<file path="src/rtl/piso_serial_tx_if.sv">
// ---------------------------------------------------------------------------
// piso_serial_tx_if
// Bundles the load handshake, bit-rate enable and serial status lines of the
// parallel-in/serial-out transmitter.
//
//   load_valid  producer -> tx   load_data is valid this cycle
//   load_ready  tx -> producer   transmitter accepts a word this cycle
//   load_data   producer -> tx   WIDTH-bit word to transmit
//   shift_en    producer -> tx   bit-rate enable, one bit consumed per high cycle
//   sout        tx -> consumer   registered serial data
//   sout_b      tx -> consumer   registered complement of sout
//   frame       tx -> consumer   high while a word's bits are on sout
//   done        tx -> consumer   one-cycle pulse after the last bit is consumed
//
// master: the side that supplies words and watches the serial outputs.
// slave : the transmitter itself.
// ---------------------------------------------------------------------------
interface piso_serial_tx_if #(
   parameter int WIDTH = 8
);
   logic             load_valid;
   logic             load_ready;
   logic [WIDTH-1:0] load_data;
   logic             shift_en;
   logic             sout;
   logic             sout_b;
   logic             frame;
   logic             done;

   modport master (
      output load_valid,
      output load_data,
      output shift_en,
      input  load_ready,
      input  sout,
      input  sout_b,
      input  frame,
      input  done
   );

   modport slave (
      input  load_valid,
      input  load_data,
      input  shift_en,
      output load_ready,
      output sout,
      output sout_b,
      output frame,
      output done
   );
endinterface

</file>
<file path="src/rtl/piso_serial_tx.sv">
// ---------------------------------------------------------------------------
// piso_serial_tx
// Parallel-in/serial-out transmitter. A WIDTH-bit word is accepted over a
// valid/ready handshake while idle and then shifted out one bit per cycle in
// which shift_en is high. sout, sout_b, frame and done all come straight from
// flops so the downstream capture stage sees clean registered lines.
//
// Ports:
//   clk   clock, all state changes on the rising edge
//   rst   synchronous active-high reset, priority over everything else
//   bus   piso_serial_tx_if.slave (load handshake, shift_en, serial outputs)
//
// Parameters:
//   WIDTH      bits per word, 2..32
//   MSB_FIRST  1: bit WIDTH-1 leaves first, 0: bit 0 leaves first
// ---------------------------------------------------------------------------
module piso_serial_tx #(
   parameter int WIDTH     = 8,
   parameter int MSB_FIRST = 1
) (
   input  logic                  clk,
   input  logic                  rst,
   piso_serial_tx_if.slave       bus
);

   localparam int             CW   = $clog2(WIDTH);
   localparam logic [CW-1:0]  LAST = CW'(WIDTH - 1);

   typedef enum logic [1:0] {
      IDLE  = 2'd0,
      SHIFT = 2'd1,
      DONE  = 2'd2
   } state_t;

   state_t           state_q,  state_d;
   logic [CW-1:0]    count_q,  count_d;
   logic [WIDTH-1:0] shreg_q,  shreg_d;
   logic             sout_q,   sout_d;
   logic             sout_b_q, sout_b_d;
   logic             frame_q,  frame_d;
   logic             done_q,   done_d;

   // Next-state logic. The shift register always holds the bit currently on
   // sout at its outgoing end, so the next bit is read one position inward.
   // The count only reaches WIDTH-1, at which point the word is finished and
   // the machine leaves SHIFT, so it never wraps.
   always_comb begin
      state_d = state_q;
      count_d = count_q;
      shreg_d = shreg_q;
      sout_d  = sout_q;
      frame_d = frame_q;
      done_d  = 1'b0;

      case (state_q)
         IDLE: begin
            sout_d  = 1'b0;
            frame_d = 1'b0;
            if (bus.load_valid) begin
               state_d = SHIFT;
               count_d = '0;
               shreg_d = bus.load_data;
               sout_d  = (MSB_FIRST != 0) ? bus.load_data[WIDTH-1] : bus.load_data[0];
               frame_d = 1'b1;
            end
         end

         SHIFT: begin
            if (bus.shift_en) begin
               if (count_q == LAST) begin
                  state_d = DONE;
                  count_d = '0;
                  shreg_d = '0;
                  sout_d  = 1'b0;
                  frame_d = 1'b0;
                  done_d  = 1'b1;
               end else begin
                  count_d = count_q + CW'(1);
                  if (MSB_FIRST != 0) begin
                     shreg_d = {shreg_q[WIDTH-2:0], 1'b0};
                     sout_d  = shreg_q[WIDTH-2];
                  end else begin
                     shreg_d = {1'b0, shreg_q[WIDTH-1:1]};
                     sout_d  = shreg_q[1];
                  end
               end
            end
         end

         DONE: begin
            state_d = IDLE;
            sout_d  = 1'b0;
            frame_d = 1'b0;
         end

         default: begin
            state_d = IDLE;
            count_d = '0;
            shreg_d = '0;
            sout_d  = 1'b0;
            frame_d = 1'b0;
         end
      endcase

      // Complement is computed from the same next value so the pair can
      // never disagree after the first edge.
      sout_b_d = ~sout_d;
   end

   // State and output registers; reset returns the line to its idle level.
   always_ff @(posedge clk) begin
      if (rst) begin
         state_q  <= IDLE;
         count_q  <= '0;
         shreg_q  <= '0;
         sout_q   <= 1'b0;
         sout_b_q <= 1'b1;
         frame_q  <= 1'b0;
         done_q   <= 1'b0;
      end else begin
         state_q  <= state_d;
         count_q  <= count_d;
         shreg_q  <= shreg_d;
         sout_q   <= sout_d;
         sout_b_q <= sout_b_d;
         frame_q  <= frame_d;
         done_q   <= done_d;
      end
   end

   assign bus.load_ready = (state_q == IDLE);
   assign bus.sout       = sout_q;
   assign bus.sout_b     = sout_b_q;
   assign bus.frame      = frame_q;
   assign bus.done       = done_q;

endmodule

</file>
<file path="src/flat_wrapper.sv">
// flat-port wrapper written by rule: the top's interface ports become plain ports
module piso_serial_tx_flat 
#(
   parameter int WIDTH     = 8,
   parameter int MSB_FIRST = 1
)
  (clk, rst, bus_load_valid, bus_load_data, bus_shift_en, bus_load_ready, bus_sout, bus_sout_b, bus_frame, bus_done);
  piso_serial_tx_if #(.WIDTH(WIDTH)) bus_i ();
  input  logic clk;
  input  logic rst;
  input wire logic [$bits(bus_i.load_valid)-1:0] bus_load_valid;
  input wire logic [$bits(bus_i.load_data)-1:0] bus_load_data;
  input wire logic [$bits(bus_i.shift_en)-1:0] bus_shift_en;
  output wire logic [$bits(bus_i.load_ready)-1:0] bus_load_ready;
  output wire logic [$bits(bus_i.sout)-1:0] bus_sout;
  output wire logic [$bits(bus_i.sout_b)-1:0] bus_sout_b;
  output wire logic [$bits(bus_i.frame)-1:0] bus_frame;
  output wire logic [$bits(bus_i.done)-1:0] bus_done;
  assign bus_i.load_valid = bus_load_valid;
  assign bus_i.load_data = bus_load_data;
  assign bus_i.shift_en = bus_shift_en;
  assign bus_load_ready = bus_i.load_ready;
  assign bus_sout = bus_i.sout;
  assign bus_sout_b = bus_i.sout_b;
  assign bus_frame = bus_i.frame;
  assign bus_done = bus_i.done;
  piso_serial_tx #(.WIDTH(WIDTH), .MSB_FIRST(MSB_FIRST)) u_core (.clk(clk), .rst(rst), .bus(bus_i));
endmodule
</file>
<file path="config.mk">
export PLATFORM = sky130hd
export DESIGN_NAME = piso_serial_tx_flat
export DESIGN_NICKNAME = d
export VERILOG_FILES = /design/src/rtl/piso_serial_tx_if.sv /design/src/rtl/piso_serial_tx.sv /design/src/flat_wrapper.sv
export SDC_FILE = /design/constraint.sdc
export NUM_CORES = 1
export LEC_CHECK = 0
export ABC_AREA = 0
export CAP_MARGIN = 15
export CORE_ASPECT_RATIO = 1.2
export CORE_MARGIN = 1
export CORE_UTILIZATION = 47
export DETAILED_ROUTE_END_ITERATION = 7
export PLACE_DENSITY = 0.86
export SYNTH_ARGS = -nofsm -noshare
export SYNTH_HDL_FRONTEND = slang
export SYNTH_SLANG_ARGS = --single-unit
</file>
<file path="constraint.sdc">
create_clock -name clk -period 1.85 [get_ports clk]
set_input_delay 0.185 -clock clk [delete_from_list [all_inputs] [get_ports clk]]
set_output_delay 0.185 -clock clk [all_outputs]
set_load 0.05 [all_outputs]
</file>
---- Yosys cells after proc, flatten, opt, wreduce, memory -nomap -nowiden ----
Index checks and enable logic that the tools add are counted.
operators by class
  $add $sub $neg .......................... 1
  multipliers ............................. 0
  divide/modulo/power cells ............... 0
  $lt $le $gt $ge ......................... 0
  eq/ne operators ......................... 6
  shift operators ......................... 0
  multiplexer cells ....................... 21
  bitwise operators ....................... 4
  reductions and logical operators ........ 5
operators by type and width
  operator                                                               count
  7-bit 2-to-1 mux                                                       3
  7-bit one-hot mux with 3 select lines                                  1
  3-bit 2-to-1 mux                                                       3
  3-bit one-hot mux with 3 select lines                                  1
  1-bit 2-to-1 mux                                                       7
  2-bit 2-to-1 mux                                                       3
  3-bit AND reduction                                                    2
  2-bit != test, second input constant                                   2
  1-bit inverter                                                         4
  1-bit one-hot mux with 2 select lines                                  2
  2-bit one-hot mux with 2 select lines                                  1
  3-bit by 1-bit adder with 3-bit output, second input constant          1
  3-bit equality test, second input constant                             1
  3-bit OR reduction                                                     1
  2-bit by 1-bit equality test with 1-bit output, second input constant  1
  2-bit equality test, second input constant                             1
  2-bit zero test                                                        1
  2-bit by 1-bit != test with 1-bit output, second input constant        1
  2-bit AND reduction                                                    1
word-level totals
  register bits after elaboration ......... 16
  latch bits .............................. 0
  RAM bits ................................ 0
  ROM bits ................................ 0
  input port bits ......................... 12
  output and inout port bits .............. 5
  logic and storage cells ................. 44
  memories ................................ 0

---- Longest topological paths before layout ----
  depth after elaboration ................. 5
  gate-level depth with buffers ........... 6

---- Least setup slack after synthesis ----
OpenSTA, ideal clock, no wires.
  path type ............................... flip-flop to flip-flop
  start point ............................. register u_core.state_q[0]
  end point ............................... register u_core.shreg_q[0]
  arrival time ............................ 1433 ps
  required time ........................... 1780 ps
  path slack .............................. 347 ps
  cell stages (with the launch flop) ...... 5
  path buffers ............................ 1
  path through ............................ dfxtp_1 > buf_4 > nor2_1 > a31oi_1 > a21oi_1
between the ends
  word-level cells in the longest chain between the ends .. 3
  elaborated cells on any way between the ends .. 8
  those cells by class .................... eq/ne: 4; mux: 1; bitwise: 1; reduce/logical: 2
ends and longest elaborated chain
  item                                  line                   source
  start: declaration                    piso_serial_tx.sv:35   state_t state_q, state_d;
  start signal: assignment              piso_serial_tx.sv:121  state_q <= state_d;
  2-bit zero test *                     n/a
  via bus_load_ready                    flat_wrapper.sv:14     output wire logic [$bits(bus_i.load_ready)-1:0] bus_load_ready;
  2-bit != test (no source line)        n/a
  3-bit AND reduction (no source line)  n/a
  end signal: assignment                piso_serial_tx.sv:123  shreg_q <= shreg_d;
  end: declaration                      piso_serial_tx.sv:37   logic [WIDTH-1:0] shreg_q, shreg_d;
Mark *: on every way through the listed nets, which the timed path passes. The rest lies on a longest branch.
A chain may end at the register's enable or synchronous reset.

---- Worst setup path after layout ----
  start point ............................. register u_core.frame_q, in the netlist u_core.bus.frame
  end point ............................... output port bus_frame
RTL lines
  item                      line                   source
  start: declaration        piso_serial_tx.sv:40   logic frame_q, frame_d;
  start signal: assignment  piso_serial_tx.sv:126  frame_q <= frame_d;
  end: declaration          flat_wrapper.sv:17     output wire logic [$bits(bus_i.frame)-1:0] bus_frame;
No word-level cell between the ends.

==> summary.md <==
| Metric | Value |
|---|---|
| Status | `finished, final reports clean` |
| Gate power share | `0.173` |
| Most frequent standard cell in the layout excluding fill and tap cells | `sky130_fd_sc_hd__dfxtp_1` |
| Switching power share of the total | `0.2582` |
| Sink count of the clock tree | `16` |
| Area of the core | `0.001464 sq mm` |
| Maximum number of pins on one net before global-route repair | `14` |
| Antenna Nets Post-Route | `0` |
| Count of flip-flops with a built-in enable after synthesis | `0` |
| Routed len/inst | `12.11 um` |
| Top Metal Used | `met4` |
| Register area share after synthesis | `0.4281` |
| Die width | `38.42 um` |
| Predominant post-synthesis flop cell | `sky130_fd_sc_hd__dfxtp_1` |
| Async set or reset register ratio after synthesis | `0` |
| Number of gates resized after cts | `0` |
| Post-detail-place hpwl | `1.081 mm` |
| Max FO, Critical Path | `2` |
| Synth unique cells | `28` |
| CTS Buffer Depth | `2` |
| Gate count after technology mapping | `87` |
| Startpoint class of the critical path | `flip-flop` |
| Setup fix buffers added after clock tree synthesis | `0` |
| Fraction of power consumed by the clock network | `0.314` |
| Final setup viols | `0` |
| Relative area change from synthesis to final layout | `27.42%` |
| Internal power summed over all cells | `0.0005405 W` |
| Required @ worst endpoint | `1.66 ns` |
| Synth Warn # | `0` |
| Die height | `45.71 um` |
| Slowest library cell on the worst path | `sky130_fd_sc_hd__clkdlybuf4s50_1` |
| DIE AREA | `0.001756 sq mm` |
| Diodes inserted | `0` |
| Worst R2R Start | `u_core.count_q[0]` |
| Global-route wire length before repair | `2.387 mm` |
| Hold Violations, Final | `0` |
| Gr usage total | `0.1966` |
| Slowest cell delay on critical path | `0.80 ns` |
| Clk root buf | `sky130_fd_sc_hd__clkbuf_4` |
| Clk slew on worst S/H paths | `0.09 ns` |
| Total congestion overflow | `0` |
| GP Congestion | `0.7690` |
| Met2 WL post-DR | `717 um` |
| #FFs+latches synth | `16` |
| I/O pin cnt | `17` |
| Setup slack, reg-to-reg | `0.28 ns` |
| FILL cells | `120` |
| Minimum clock period after layout | `1.602 ns` |
| Transition time of the tightest slew-check pin | `0.5002 ns` |
| Netlist Area Pre-Place | `748.2 sq um` |
| Row count | `15` |
| Syn avg cell area | `8.600 sq um` |
| Antenna violations before repair | `0` |
| Worst-case vdd ir drop | `0.0005729 V` |
| Hold bufs inserted after CTS | `0` |
| Worst Hold Class | `reg2reg` |
| Critical path destination | `bus_frame` |
| Number of global-route vias before repair | `555` |
| Clock insertion delay at the later pin of the skew report | `0.28 ns` |
| Worst setup margin | `0.2477 ns` |
| First-pass iteration count of the detailed router | `4` |
| Count of buffer and inverter cells on the critical path | `1` |
| Critical Path, Cell by Cell | `clkdlybuf4s50_1` |
| Kind of critical path | `reg2out` |
| RSZ-0062 raised after global routing | `false` |
| Number of DRC violations after detailed routing | `0` |
| Critical path startpoint | `u_core.bus.frame` |
| TritonCTS clock tree | `built` |
| Total met3 wirelength after detailed routing | `46 um` |
| TritonCTS Buffers | `3` |
| Nets | `119` |
| Post-route clock period utilization | `0.8661` |
| Worst reg-to-reg path cell count | `4` |
| Achievable Freq | `624.1 MHz` |
| Family with the most delay on the worst path | `buffers and inverters` |
| Number of levels in the clock H-tree | `1` |
| Nets in the synthesized netlist | `101` |
| Slew Limit Fails | `0` |
| Cell types occupying the most area after synthesis | `sky130_fd_sc_hd__dfxtp_1, sky130_fd_sc_hd__a2bb2oi_1, sky130_fd_sc_hd__o22ai_1` |
| Arrival time worst endpoint | `1.42 ns` |
| Top cell type by total area after synthesis | `sky130_fd_sc_hd__dfxtp_1` |
| CP Capture Type | `output port` |
| Final setup skew | `0.002896 ns` |
| Leak Pwr | `0.3645 nW` |
| Effective utilization at floorplan | `0.5111` |
| Vias after detailed routing | `647` |
| Logic depth of the worst path, buffers included | `1` |
| Placement Setup Slack | `0.3000 ns` |
| Endpoint of the most critical register-to-register path | `u_core.count_q[1]` |
| Routed met1 length | `676 um` |
| Power Density | `764.3 mW/mm^2` |
| Top-area cell type share of the netlist area | `0.4281` |
| Switching power summed over all nets | `0.0001881 W` |
| Number of buffers inserted by port buffering | `16` |
| Most frequent cells in the layout | `sky130_fd_sc_hd__dfxtp_1, sky130_fd_sc_hd__clkdlybuf4s50_1, sky130_fd_sc_hd__nor2_1, sky130_fd_sc_hd__nand2_1, sky130_fd_sc_hd__inv_1` |
| Iteration-0 DRC Markers | `15` |
| Proportion of layout cells with a drive suffix above 1 | `0.09615` |
| Ratio of routed vias to standard cells | `5.347` |
| Total wirelength of the detailed-routed design | `1.465 mm` |
| Max cap viols | `0` |
| Sum Neg Setup Slack | `0 ns` |
| Relative slew slack | `0.6655` |
| Share of power burned in registers | `0.514` |
synthesized netlist by cell type, types with 2 or more instances:
cell,n
sky130_fd_sc_hd__a2bb2oi_1,6
sky130_fd_sc_hd__nand3_1,4
sky130_fd_sc_hd__ha_1,2
sky130_fd_sc_hd__clkbuf_1,2
sky130_fd_sc_hd__nor2b_1,3
sky130_fd_sc_hd__o22ai_1,6
sky130_fd_sc_hd__a21oi_1,5
sky130_fd_sc_hd__nor2_1,7
sky130_fd_sc_hd__dfxtp_1,16
sky130_fd_sc_hd__o21ai_0,2
sky130_fd_sc_hd__buf_2,2
sky130_fd_sc_hd__inv_1,7
sky130_fd_sc_hd__nand2_1,7
sky130_fd_sc_hd__a32oi_1,2
sky130_fd_sc_hd__nand2b_1,3
area by class of cell:
cell class,instances,area [sq um],share of cell area
clock buffer,4,36.28,0.03806
sequential,16,320.3,0.3360
timing repair buffer,18,172.7,0.1811
multi-input combinational,58,372.9,0.3911
tap,17,21.27,0.02231
inverter,8,30.03,0.03150
worst register-to-register path, cell delays in order (launching register included):
cell,delay [ns]
sky130_fd_sc_hd__dfxtp_1,0.34
sky130_fd_sc_hd__ha_1,0.20
sky130_fd_sc_hd__ha_1,0.31
sky130_fd_sc_hd__or4b_1,0.50
sky130_fd_sc_hd__a21oi_1,0.15
state kept, by name (all words and copies together) (netlist names):
name and flops:
u_core.bus.sout_b 1, u_core.count_q 3, u_core.state_q 2, u_core.bus.frame 1
u_core.shreg_q 7, u_core.bus.sout 1, u_core.bus.done 1
cells by family (layout without fill, tap and decap cells):
kind of cell / count (synthesis) / after routing / share of synthesized area
AO/OA/AOI/OAI: 25 / 25 / 0.2391
adder cells (fa/ha/maj): 2 / 2 / 0.03344
buffers and inverters: 13 / 30 / 0.07359
flip-flops: 16 / 16 / 0.4281
multiplexers: 1 / 1 / 0.01505
AND/OR/NAND/NOR: 30 / 30 / 0.2107
worst min-delay path by stage:
stage / from / endpoint / slack [ns] / depth (start not counted)
after floorplan: rst / u_core.count_q[0] / 0.25 / 1
after global placement: u_core.shreg_q[2] / u_core.shreg_q[2] / 0.44 / 2
after detailed placement: u_core.shreg_q[2] / u_core.shreg_q[2] / 0.45 / 2
after CTS: u_core.shreg_q[2] / u_core.shreg_q[2] / 0.47 / 2
after global routing: u_core.shreg_q[2] / u_core.shreg_q[2] / 0.48 / 2
final: u_core.shreg_q[2] / u_core.shreg_q[2] / 0.46 / 2
per-layer routing:
layer	global-route usage	up-vias
li1	-	342
met1	0.2576	290
met2	0.2983	11
met3	0.02941	4
met4	0.1241	0
met5	0	-
power by group through the flow:
stage	clock network [W]	registers [W]	logic [W]
floorplan	0	0.000392	0.0000660
detailed placement	0	0.000383	0.000126
global route	0.000251	0.000378	0.000136
finish	0.000229	0.000374	0.000126
global placement	0	0.000382	0.000124
CTS	0.000236	0.000375	0.000126
through the flow:
stage | util | hold WS, ns | total power (W) | std cells | cell area, sq um
after floorplan | - | 0.2541 | 0.0004583 | 87 | 748.2
after global placement | 0.6265 | 0.4437 | 0.0005056 | 117 | 917.1
after detailed placement | 0.6265 | 0.4518 | 0.0005084 | 117 | 917.1
after CTS | 0.6513 | 0.4655 | 0.0007367 | 121 | 953.4
after global routing | 0.6513 | 0.4806 | 0.0007649 | 121 | 953.4
final | 0.6513 | 0.4597 | 0.0007286 | 121 | 953.4
(Power assumes the default switching activity.)
